**src/rtl/spi_frame_rx.sv**
```systemverilog
// SPI slave front-end for the branch predictor: receives address+direction frames,
// validates their length, and returns the core's prediction on miso.
module spi_frame_rx #(
  parameter int unsigned ADDR_WIDTH    = 16,
  parameter int unsigned DIR_BITS      = 1,
  parameter int unsigned SAMPLE_EDGE   = 0,
  parameter int unsigned PRED_BITS     = 2,
  parameter int unsigned ERR_CNT_WIDTH = 8
) (
  input  logic                     clk,
  input  logic                     rst_n,
  input  logic                     cs,
  input  logic                     sclk,
  input  logic                     mosi,
  output logic                     miso,
  input  logic [PRED_BITS-1:0]     pred_in,
  output logic [ADDR_WIDTH-1:0]    inst_addr,
  output logic [DIR_BITS-1:0]      direction,
  output logic                     frame_valid,
  output logic                     frame_err,
  output logic [ERR_CNT_WIDTH-1:0] err_count
);

  localparam int unsigned FRAME_BITS = ADDR_WIDTH + DIR_BITS;
  localparam int unsigned CNT_W      = $clog2(FRAME_BITS + 2);
  localparam logic [CNT_W-1:0] CNT_FULL = CNT_W'(FRAME_BITS);
  localparam logic [CNT_W-1:0] CNT_OVR  = CNT_W'(FRAME_BITS + 1);

  typedef enum logic [1:0] {WAIT_IDLE, IDLE, SHIFT, CHECK} state_t;

  state_t state, state_nxt;

  logic [2:0] cs_sync;
  logic [2:0] sclk_sync;
  logic [1:0] mosi_sync;

  logic [FRAME_BITS-1:0] shreg;
  logic [CNT_W-1:0]      bit_cnt;
  logic [PRED_BITS-1:0]  pred_sr;

  logic cs_s, cs_rise, sclk_rise, sclk_fall, mosi_s;
  logic sample_edge, shift_edge;
  logic start, sample, shift_out, finish, check, cnt_ok;

  // Synchronisers are left unreset; they settle within the reset pulse.
  always_ff @(posedge clk) begin
    cs_sync   <= {cs_sync[1:0], cs};
    sclk_sync <= {sclk_sync[1:0], sclk};
    mosi_sync <= {mosi_sync[0], mosi};
  end

  assign cs_s      = cs_sync[1];
  assign cs_rise   = cs_sync[1] & ~cs_sync[2];
  assign sclk_rise = sclk_sync[1] & ~sclk_sync[2];
  assign sclk_fall = ~sclk_sync[1] & sclk_sync[2];
  assign mosi_s    = mosi_sync[1];

  assign sample_edge = (SAMPLE_EDGE == 0) ? sclk_rise : sclk_fall;
  assign shift_edge  = (SAMPLE_EDGE == 0) ? sclk_fall : sclk_rise;

  assign cnt_ok = (bit_cnt == CNT_FULL);
  assign miso   = pred_sr[PRED_BITS-1];

  always_ff @(posedge clk) begin
    if (!rst_n) begin
      state <= WAIT_IDLE;
    end else begin
      state <= state_nxt;
    end
  end

  // IDLE starts on cs level rather than edge so a fall landing in CHECK is kept.
  always_comb begin
    state_nxt = state;
    start     = 1'b0;
    sample    = 1'b0;
    shift_out = 1'b0;
    finish    = 1'b0;
    check     = 1'b0;
    case (state)
      WAIT_IDLE: begin
        if (cs_s) state_nxt = IDLE;
      end
      IDLE: begin
        if (!cs_s) begin
          state_nxt = SHIFT;
          start     = 1'b1;
        end
      end
      SHIFT: begin
        if (cs_rise) begin
          state_nxt = CHECK;
          finish    = 1'b1;
        end else begin
          sample    = sample_edge;
          shift_out = shift_edge;
        end
      end
      CHECK: begin
        state_nxt = IDLE;
        check     = 1'b1;
      end
      default: state_nxt = WAIT_IDLE;
    endcase
  end

  always_ff @(posedge clk) begin
    if (!rst_n) begin
      shreg       <= '0;
      bit_cnt     <= '0;
      pred_sr     <= '0;
      inst_addr   <= '0;
      direction   <= '0;
      frame_valid <= 1'b0;
      frame_err   <= 1'b0;
      err_count   <= '0;
    end else begin
      frame_valid <= check & cnt_ok;
      frame_err   <= check & ~cnt_ok;

      if (start) begin
        pred_sr <= pred_in;
        bit_cnt <= '0;
      end

      if (sample) begin
        shreg <= {shreg[FRAME_BITS-2:0], mosi_s};
        if (bit_cnt != CNT_OVR) bit_cnt <= bit_cnt + 1'b1;
      end

      if (shift_out) pred_sr <= pred_sr << 1;
      if (finish)    pred_sr <= '0;

      if (check) begin
        if (cnt_ok) begin
          inst_addr <= shreg[FRAME_BITS-1:DIR_BITS];
          direction <= shreg[DIR_BITS-1:0];
        end else if (err_count != '1) begin
          err_count <= err_count + 1'b1;
        end
      end
    end
  end

endmodule
```
**config.mk**
```make
export PLATFORM = sky130hd
export DESIGN_NAME = spi_frame_rx
export DESIGN_NICKNAME = d
export VERILOG_FILES = /design/src/rtl/spi_frame_rx.sv
export SDC_FILE = /design/constraint.sdc
export NUM_CORES = 1
export LEC_CHECK = 0
export CORE_MARGIN = 2
export CORE_UTILIZATION = 50
export CTS_CLUSTER_SIZE = 40
export DETAILED_ROUTE_END_ITERATION = 6
export PLACE_DENSITY_LB_ADDON = 0.25
export SLEW_MARGIN = 20
export SYNTH_ARGS = -nofsm -noshare
export SYNTH_HDL_FRONTEND = slang
export SYNTH_SLANG_ARGS = --single-unit
```
**constraint.sdc**
```tcl
create_clock -name clk -period 1.77 [get_ports clk]
set_input_delay 0.354 -clock clk [delete_from_list [all_inputs] [get_ports clk]]
set_output_delay 0.354 -clock clk [all_outputs]
set_load 0.03 [all_outputs]
```
==> results.sh, run 1 <==
export IMPL_grt_pass1_wl_um=7830
export IMPL_timing_rr_end="err_count[5]"
export IMPL_crit_required_ns=1.42
export IMPL_final_layout_size_suffix_gt1_frac=0.0789
export IMPL_nFillCells=399
export IMPL_cts_made_buffers=9
export IMPL_hp_class="reg2reg"
export IMPL_setup_viol=0
export IMPL_path_class="reg2out"
export IMPL_p_sw_mw=0.789
export IMPL_initial_core_util=0.510
export IMPL_leakagePower_nw=1.15
export IMPL_cp_num_buf_inv=1
export IMPL_dp_cells=355
export IMPL_syn_nets=290
export IMPL_clk_latency_ns=0.34
export IMPL_ios=35
export IMPL_finalHoldViolCount=0
export IMPL_synth_cells=274
export IMPL_async_flop_share=0
export IMPL_hold_end="mosi_sync[1]"
export IMPL_crit_path_cell_trace="clkdlybuf4s50_1"
export IMPL_critPathSlowestCell="clkdlybuf4s50_1"
export IMPL_worst_path_stages=1
export IMPL_gp_congestion=0.796
export IMPL_hold_depth=0
export IMPL_reg2reg_slack_ns=0.14
export IMPL_detail_route_wl_per_cell_um=12.3
export IMPL_grt_util_all_layers=0.194
export IMPL_via_per_inst=5.29
export IMPL_worst_path_largest_cell_delay_ns=0.67
export IMPL_antenna_found_initial=0
export IMPL_synth_distinct_cells=35
export IMPL_switching_share=0.242
export IMPL_skew_ns=0.00871
export IMPL_min_from="mosi_sync[0]"
export IMPL_drc_errors=0
export IMPL_die_w_um=72.7
export IMPL_post_route_period_util=0.963
export IMPL_pwr_share_clk=0.425
export IMPL_cts_num_sinks=61
export IMPL_met1_usage=0.239
export IMPL_worst_slack_ns=0.0662
export IMPL_max_freq_mhz=587
export IMPL_dr_pass1_iters=4
export IMPL_dieArea_um2=5290
export IMPL_grt_most_used_layer="met2"
export IMPL_status="completed"
export IMPL_end_kind="output port"
export IMPL_postRouteAntennaNets=0
export IMPL_worst_pin_slew_ns=0.331
export IMPL_combinationalPowerShare=0.124
export IMPL_grt_pass1_vias=1774
export IMPL_yosysSeqAreaShare=0.517
export IMPL_crit_arrival_ns=1.35
export IMPL_internal_power_mw=2.46
export IMPL_reg2reg_depth=6
export IMPL_yosysWarningCount=0
export IMPL_irDropWorstVdd_v=0.000620
export IMPL_regToRegStartpoint="bit_cnt[1]"
export IMPL_use_met3=0.0525
export IMPL_pwr_share_seq=0.451
export IMPL_die_y_um=72.7
export IMPL_syn_to_final_growth_pct=27.1
export IMPL_fin_crit_ns=1.70
export IMPL_synth_edff_count=0
export IMPL_drt_first_iter_violations=133
export IMPL_synth_main_ff_cell="dfxtp_1"
export IMPL_met2_usage=0.296
export IMPL_cts_root_buf="clkbuf_8"
export IMPL_avgSynthCellArea_um2=8.62
export IMPL_slew_viol_final=0
export IMPL_hold_buffers=0
export IMPL_cp_start_kind="register"
export IMPL_clk_pin_slew_ns=0.06
export IMPL_fin_setup_tns_ns=0
export IMPL_n_antenna_cell=0
export IMPL_syn_area_um2=2360
export IMPL_rsz0062_at_grt="true"
export IMPL_place_ws_ns=0.0534
export IMPL_synth_seq_cells=61
export IMPL_drv_cap=0
export IMPL_core_area_um2=4630
export IMPL_htreeDepth=3
export IMPL_path_delay_family="buffers and inverters"
export IMPL_rows=25
export IMPL_nNetsFinal=328
export IMPL_num_vias=1963
export IMPL_io_buffers=34
export IMPL_routed_wl_um=4560
export IMPL_grt_max_degree=50
export IMPL_fin_cells=371
export IMPL_critPathMaxFanout=2
export IMPL_cts_buffer_depth=2
export IMPL_power_density_nw_per_um2=1080
export IMPL_grt_ovfl_total=0
export IMPL_relSlewSlack=0.779
export IMPL_cts_tree="yes"
export IMPL_dp_hpwl_um=2820
-- worst max path at each step --
stage                       from           end  slack, ns
floorplan           err_count[0]  err_count[1]       0.17
global placement      bit_cnt[1]  err_count[5]       0.11
detailed placement    bit_cnt[1]  err_count[5]       0.05
CTS                 err_count[6]  err_count[6]    0.00005
global route          bit_cnt[1]  err_count[5]      0.002
finish              inst_addr[7]  inst_addr[7]       0.07
-- routing by layer --
layer	wire [µm]	part of all wire
met1	2120	0.46
met2	2100	0.46
met3	207	0.045
met4	128	0.028
met5	0	0
-- flip-flops by register name, indices dropped and copies added (netlist names) --
name and cells:
shreg 17, pred_sr 2, direction 1, frame_err 1, cs_sync 3, bit_cnt 5
frame_valid 1, inst_addr 16, sclk_sync 3, err_count 8, state 2, mosi_sync 2
-- synthesized netlist by cell type (all sizes together) (3+ instances only) --
cell / count / area [µm²]
nand2: 72 / 270
ha: 9 / 113
or3: 3 / 18.8
mux2i: 4 / 40.0
a21oi: 43 / 215
nor2b: 3 / 18.8
o31ai: 3 / 22.5
and3: 4 / 25.0
o21ai: 5 / 25.0
nor2: 5 / 18.8
clkbuf: 6 / 22.5
buf: 7 / 41.3
nor3: 3 / 15.0
nand4: 3 / 18.8
inv: 8 / 30.0
or4: 3 / 22.5
nand3: 12 / 60.1
dfxtp: 61 / 1220
-- power by group through the flow --
stage | clock, mW | sequential [mW] | combinational (mW)
after floorplan | 0 | 1.51 | 0.279
after global placement | 0 | 1.49 | 0.394
after detailed placement | 0 | 1.50 | 0.398
after CTS | 1.41 | 1.47 | 0.401
after global routing | 1.48 | 1.47 | 0.456
final | 1.38 | 1.47 | 0.404
-- timing repair --
item | in CTS | in global routing
setup buffers | 0 | 0
setup endpoints to repair | 5 | 25
gates resized for setup | 5 | 6
gates cloned | 0 | 0
-- through the flow --
stage	power, mW	hold slack [ns]	area [µm²]	util
global route	3.41	0.341	3000	0.649
detailed placement	1.89	0.314	2760	0.597
finish	3.25	0.325	3000	0.649
global placement	1.89	0.312	2760	0.597
floorplan	1.79	0.310	2360	-
CTS	3.28	0.328	2980	0.645
-- layout by cell type, fill, tap and decap left out, types with 2 or more instances in the layout --
master           Yosys  routed
o21ai_0              5       5
ha_1                 9       9
clkdlybuf4s50_1      0      26
o31ai_1              3       3
nand4_1              3       3
nor2_1               5       5
nand3_1             12      12
nand2b_1             2       2
nand2_1             72      72
nor2b_1              3       3
dlygate4sd2_1        0       5
mux2i_1              4       4
buf_4                0       5
a31oi_1              2       2
clkbuf_1             6       2
and3_1               4       4
clkbuf_8             0      11
or4_1                3       3
or3_1                3       3
dfxtp_1             61      60
nor3_1               3       3
nand4bb_1            2       2
dlymetal6s2s_1       0       3
bufinv_16            0       2
a21oi_1             43      43
inv_1                8       8
-- final cells by class --
cell class              count  area, µm²  area share
flip-flops and latches     61       1220       0.407
well taps                  54       67.6      0.0225
multi-input cells         192       1060       0.352
inverters                   8       30.0      0.0100
clock inverters             3       67.6      0.0225
clock buffers              13        159      0.0529
repair buffers             40        399       0.133
-- kinds of logic (layout without fill, tap and decap cells) --
kind of cell	count (synthesis)	count (layout)	synth area share
AOI/OAI and AO/OA	58	58	0.135
xor gates and xnor gates	1	1	0.00371
adders and majority gates	9	9	0.0477
buffers and inverters	21	64	0.0397
DFF	61	61	0.517
muxes	4	4	0.0169
and+or+nand+nor	120	120	0.240
Note: power is estimated with default switching activity, not from simulation.
==> inputs of run 2 (changes only) <==
- CORE_UTILIZATION: 50 -> 53
==> results.sh, run 2 (same netlist as run 1, synthesis figures left out) <==
export IMPL_clk_pin_slew_ns=0.07
export IMPL_antenna_found_initial=0
export IMPL_skew_ns=0.00699
export IMPL_drt_first_iter_violations=153
export IMPL_largest_reg_flops=17
export IMPL_max_freq_mhz=584
export IMPL_path_delay_family="buffers and inverters"
export IMPL_regMostFlops="shreg"
export IMPL_worst_path_largest_cell_delay_ns=0.68
export IMPL_end_kind="output port"
export IMPL_rows=24
export IMPL_path_class="reg2out"
export IMPL_clk_latency_ns=0.33
export IMPL_place_ws_ns=0.0709
export IMPL_grt_util_all_layers=0.194
export IMPL_initial_core_util=0.546
export IMPL_grt_max_degree=28
export IMPL_final_layout_size_suffix_gt1_frac=0.0846
export IMPL_reg_top3="shreg x17, inst_addr x16, err_count x8"
export IMPL_critPathMaxFanout=2
export IMPL_placed_area_um2=2760
export IMPL_grt_ovfl_total=0
export IMPL_cts_tree="yes"
export IMPL_mostFrequentLayoutCells="72 x nand2_1, 60 x dfxtp_1, 43 x a21oi_1, 25 x clkdlybuf4s50_1, 12 x nand3_1"
export IMPL_critPathSlowestCell="clkdlybuf4s50_1"
export IMPL_drc_errors=0
export IMPL_setup_viol=0
export IMPL_grt_pass1_vias=1773
export IMPL_htreeDepth=3
export IMPL_grt_pass1_wl_um=7730
export IMPL_drv_cap=0
export IMPL_crit_arrival_ns=1.36
export IMPL_leakagePower_nw=1.14
export IMPL_irDropWorstVdd_v=0.000761
export IMPL_worst_slack_ns=0.0590
export IMPL_nNetsFinal=330
export IMPL_worst_pin_slew_ns=0.351
export IMPL_postRouteAntennaNets=0
export IMPL_power_density_nw_per_um2=1000
export IMPL_via_per_inst=5.36
export IMPL_die_w_um=70.8
export IMPL_dp_hpwl_um=2960
export IMPL_dr_pass1_iters=4
export IMPL_fin_area_um2=2970
export IMPL_hold_buffers=0
export IMPL_fin_crit_ns=1.71
export IMPL_finalHoldViolCount=0
export IMPL_gp_congestion=0.803
export IMPL_n_antenna_cell=0
export IMPL_crit_path_cell_trace="clkdlybuf4s50_1"
export IMPL_core_area_um2=4320
export IMPL_num_vias=1988
export IMPL_cp_num_buf_inv=1
export IMPL_slew_viol_final=0
export IMPL_dieArea_um2=5010
export IMPL_cts_made_buffers=9
export IMPL_fin_cells=371
export IMPL_layout_commonest_cell="nand2_1"
export IMPL_io_buffers=34
export IMPL_post_route_period_util=0.967
export IMPL_cts_buffer_depth=2
export IMPL_dp_cells=353
export IMPL_die_y_um=70.8
export IMPL_ios=35
export IMPL_status="completed"
export IMPL_hp_class="reg2reg"
export IMPL_syn_to_final_growth_pct=25.6
export IMPL_relSlewSlack=0.766
export IMPL_detail_route_wl_per_cell_um=12.5
export IMPL_cts_num_sinks=61
export IMPL_cts_root_buf="clkbuf_8"
export IMPL_routed_wl_um=4650
export IMPL_crit_required_ns=1.42
export IMPL_fin_setup_tns_ns=0
export IMPL_cp_start_kind="register"
-- run 2: cell types whose count changed in the layout (fill, tap and decap cells not counted) --
cell             delta
buf_4               +2
bufinv_16           -2
clkdlybuf4s50_1     -1
clkinv_2            +1
clkinvlp_4          +1
dlygate4sd2_1       +1
-- run 2: per-layer routing --
| metal | track usage | share of wire |
|---|---|---|
| met2 | 0.320 | 0.48 |
| met1 | 0.235 | 0.46 |
| met3 | 0.0427 | 0.035 |
| met4 | 0.111 | 0.022 |
| met5 | 0 | 0 |
-- run 2: per-stage QoR --
step           total power, mW  hold slack [ns]  utilization
2_1_floorplan             1.79            0.310            -
4_1_cts                   2.99            0.328        0.678
3_3_place_gp              1.89            0.311        0.639
5_1_grt                   3.12            0.332        0.686
3_5_place_dp              1.90            0.316        0.639
6_report                  2.98            0.327        0.686
-- run 2: cell type report --
class	count	area (µm²)
clock buffers	13	159
repair buffers	42	413
fillers	371	1360
flip-flops and latches	61	1220
multi-input cells	192	1060
inverters	8	30.0
well taps	52	65.1
clock inverters	3	20.0
-- run 2: final timing paths --
check / slack, ns / to / cells after the start / startpoint
setup / recovery: 0.06 / direction / 1 / direction
setup reg to reg: 0.08 / bit_cnt[2] / 6 / bit_cnt[0]
hold / removal: 0.33 / cs_sync[1] / 0 / cs_sync[0]
hold reg to reg: 0.33 / cs_sync[1] / 0 / cs_sync[0]
-- run 2: power by group --
group          total (mW)  switching [mW]  internal, mW  leakage (nW)
Clock                1.10           0.513         0.583        0.0857
Sequential           1.47          0.0435          1.42         0.495
Combinational       0.414           0.238         0.176         0.555
Total                2.98           0.794          2.18          1.14
-- run 2: what timing repair did --
item | 4_1_cts | 5_1_grt
resized for setup | 6 | 6
setup buffers | 0 | 2
pin swaps | 0 | 1
setup endpoints to repair | 6 | 16
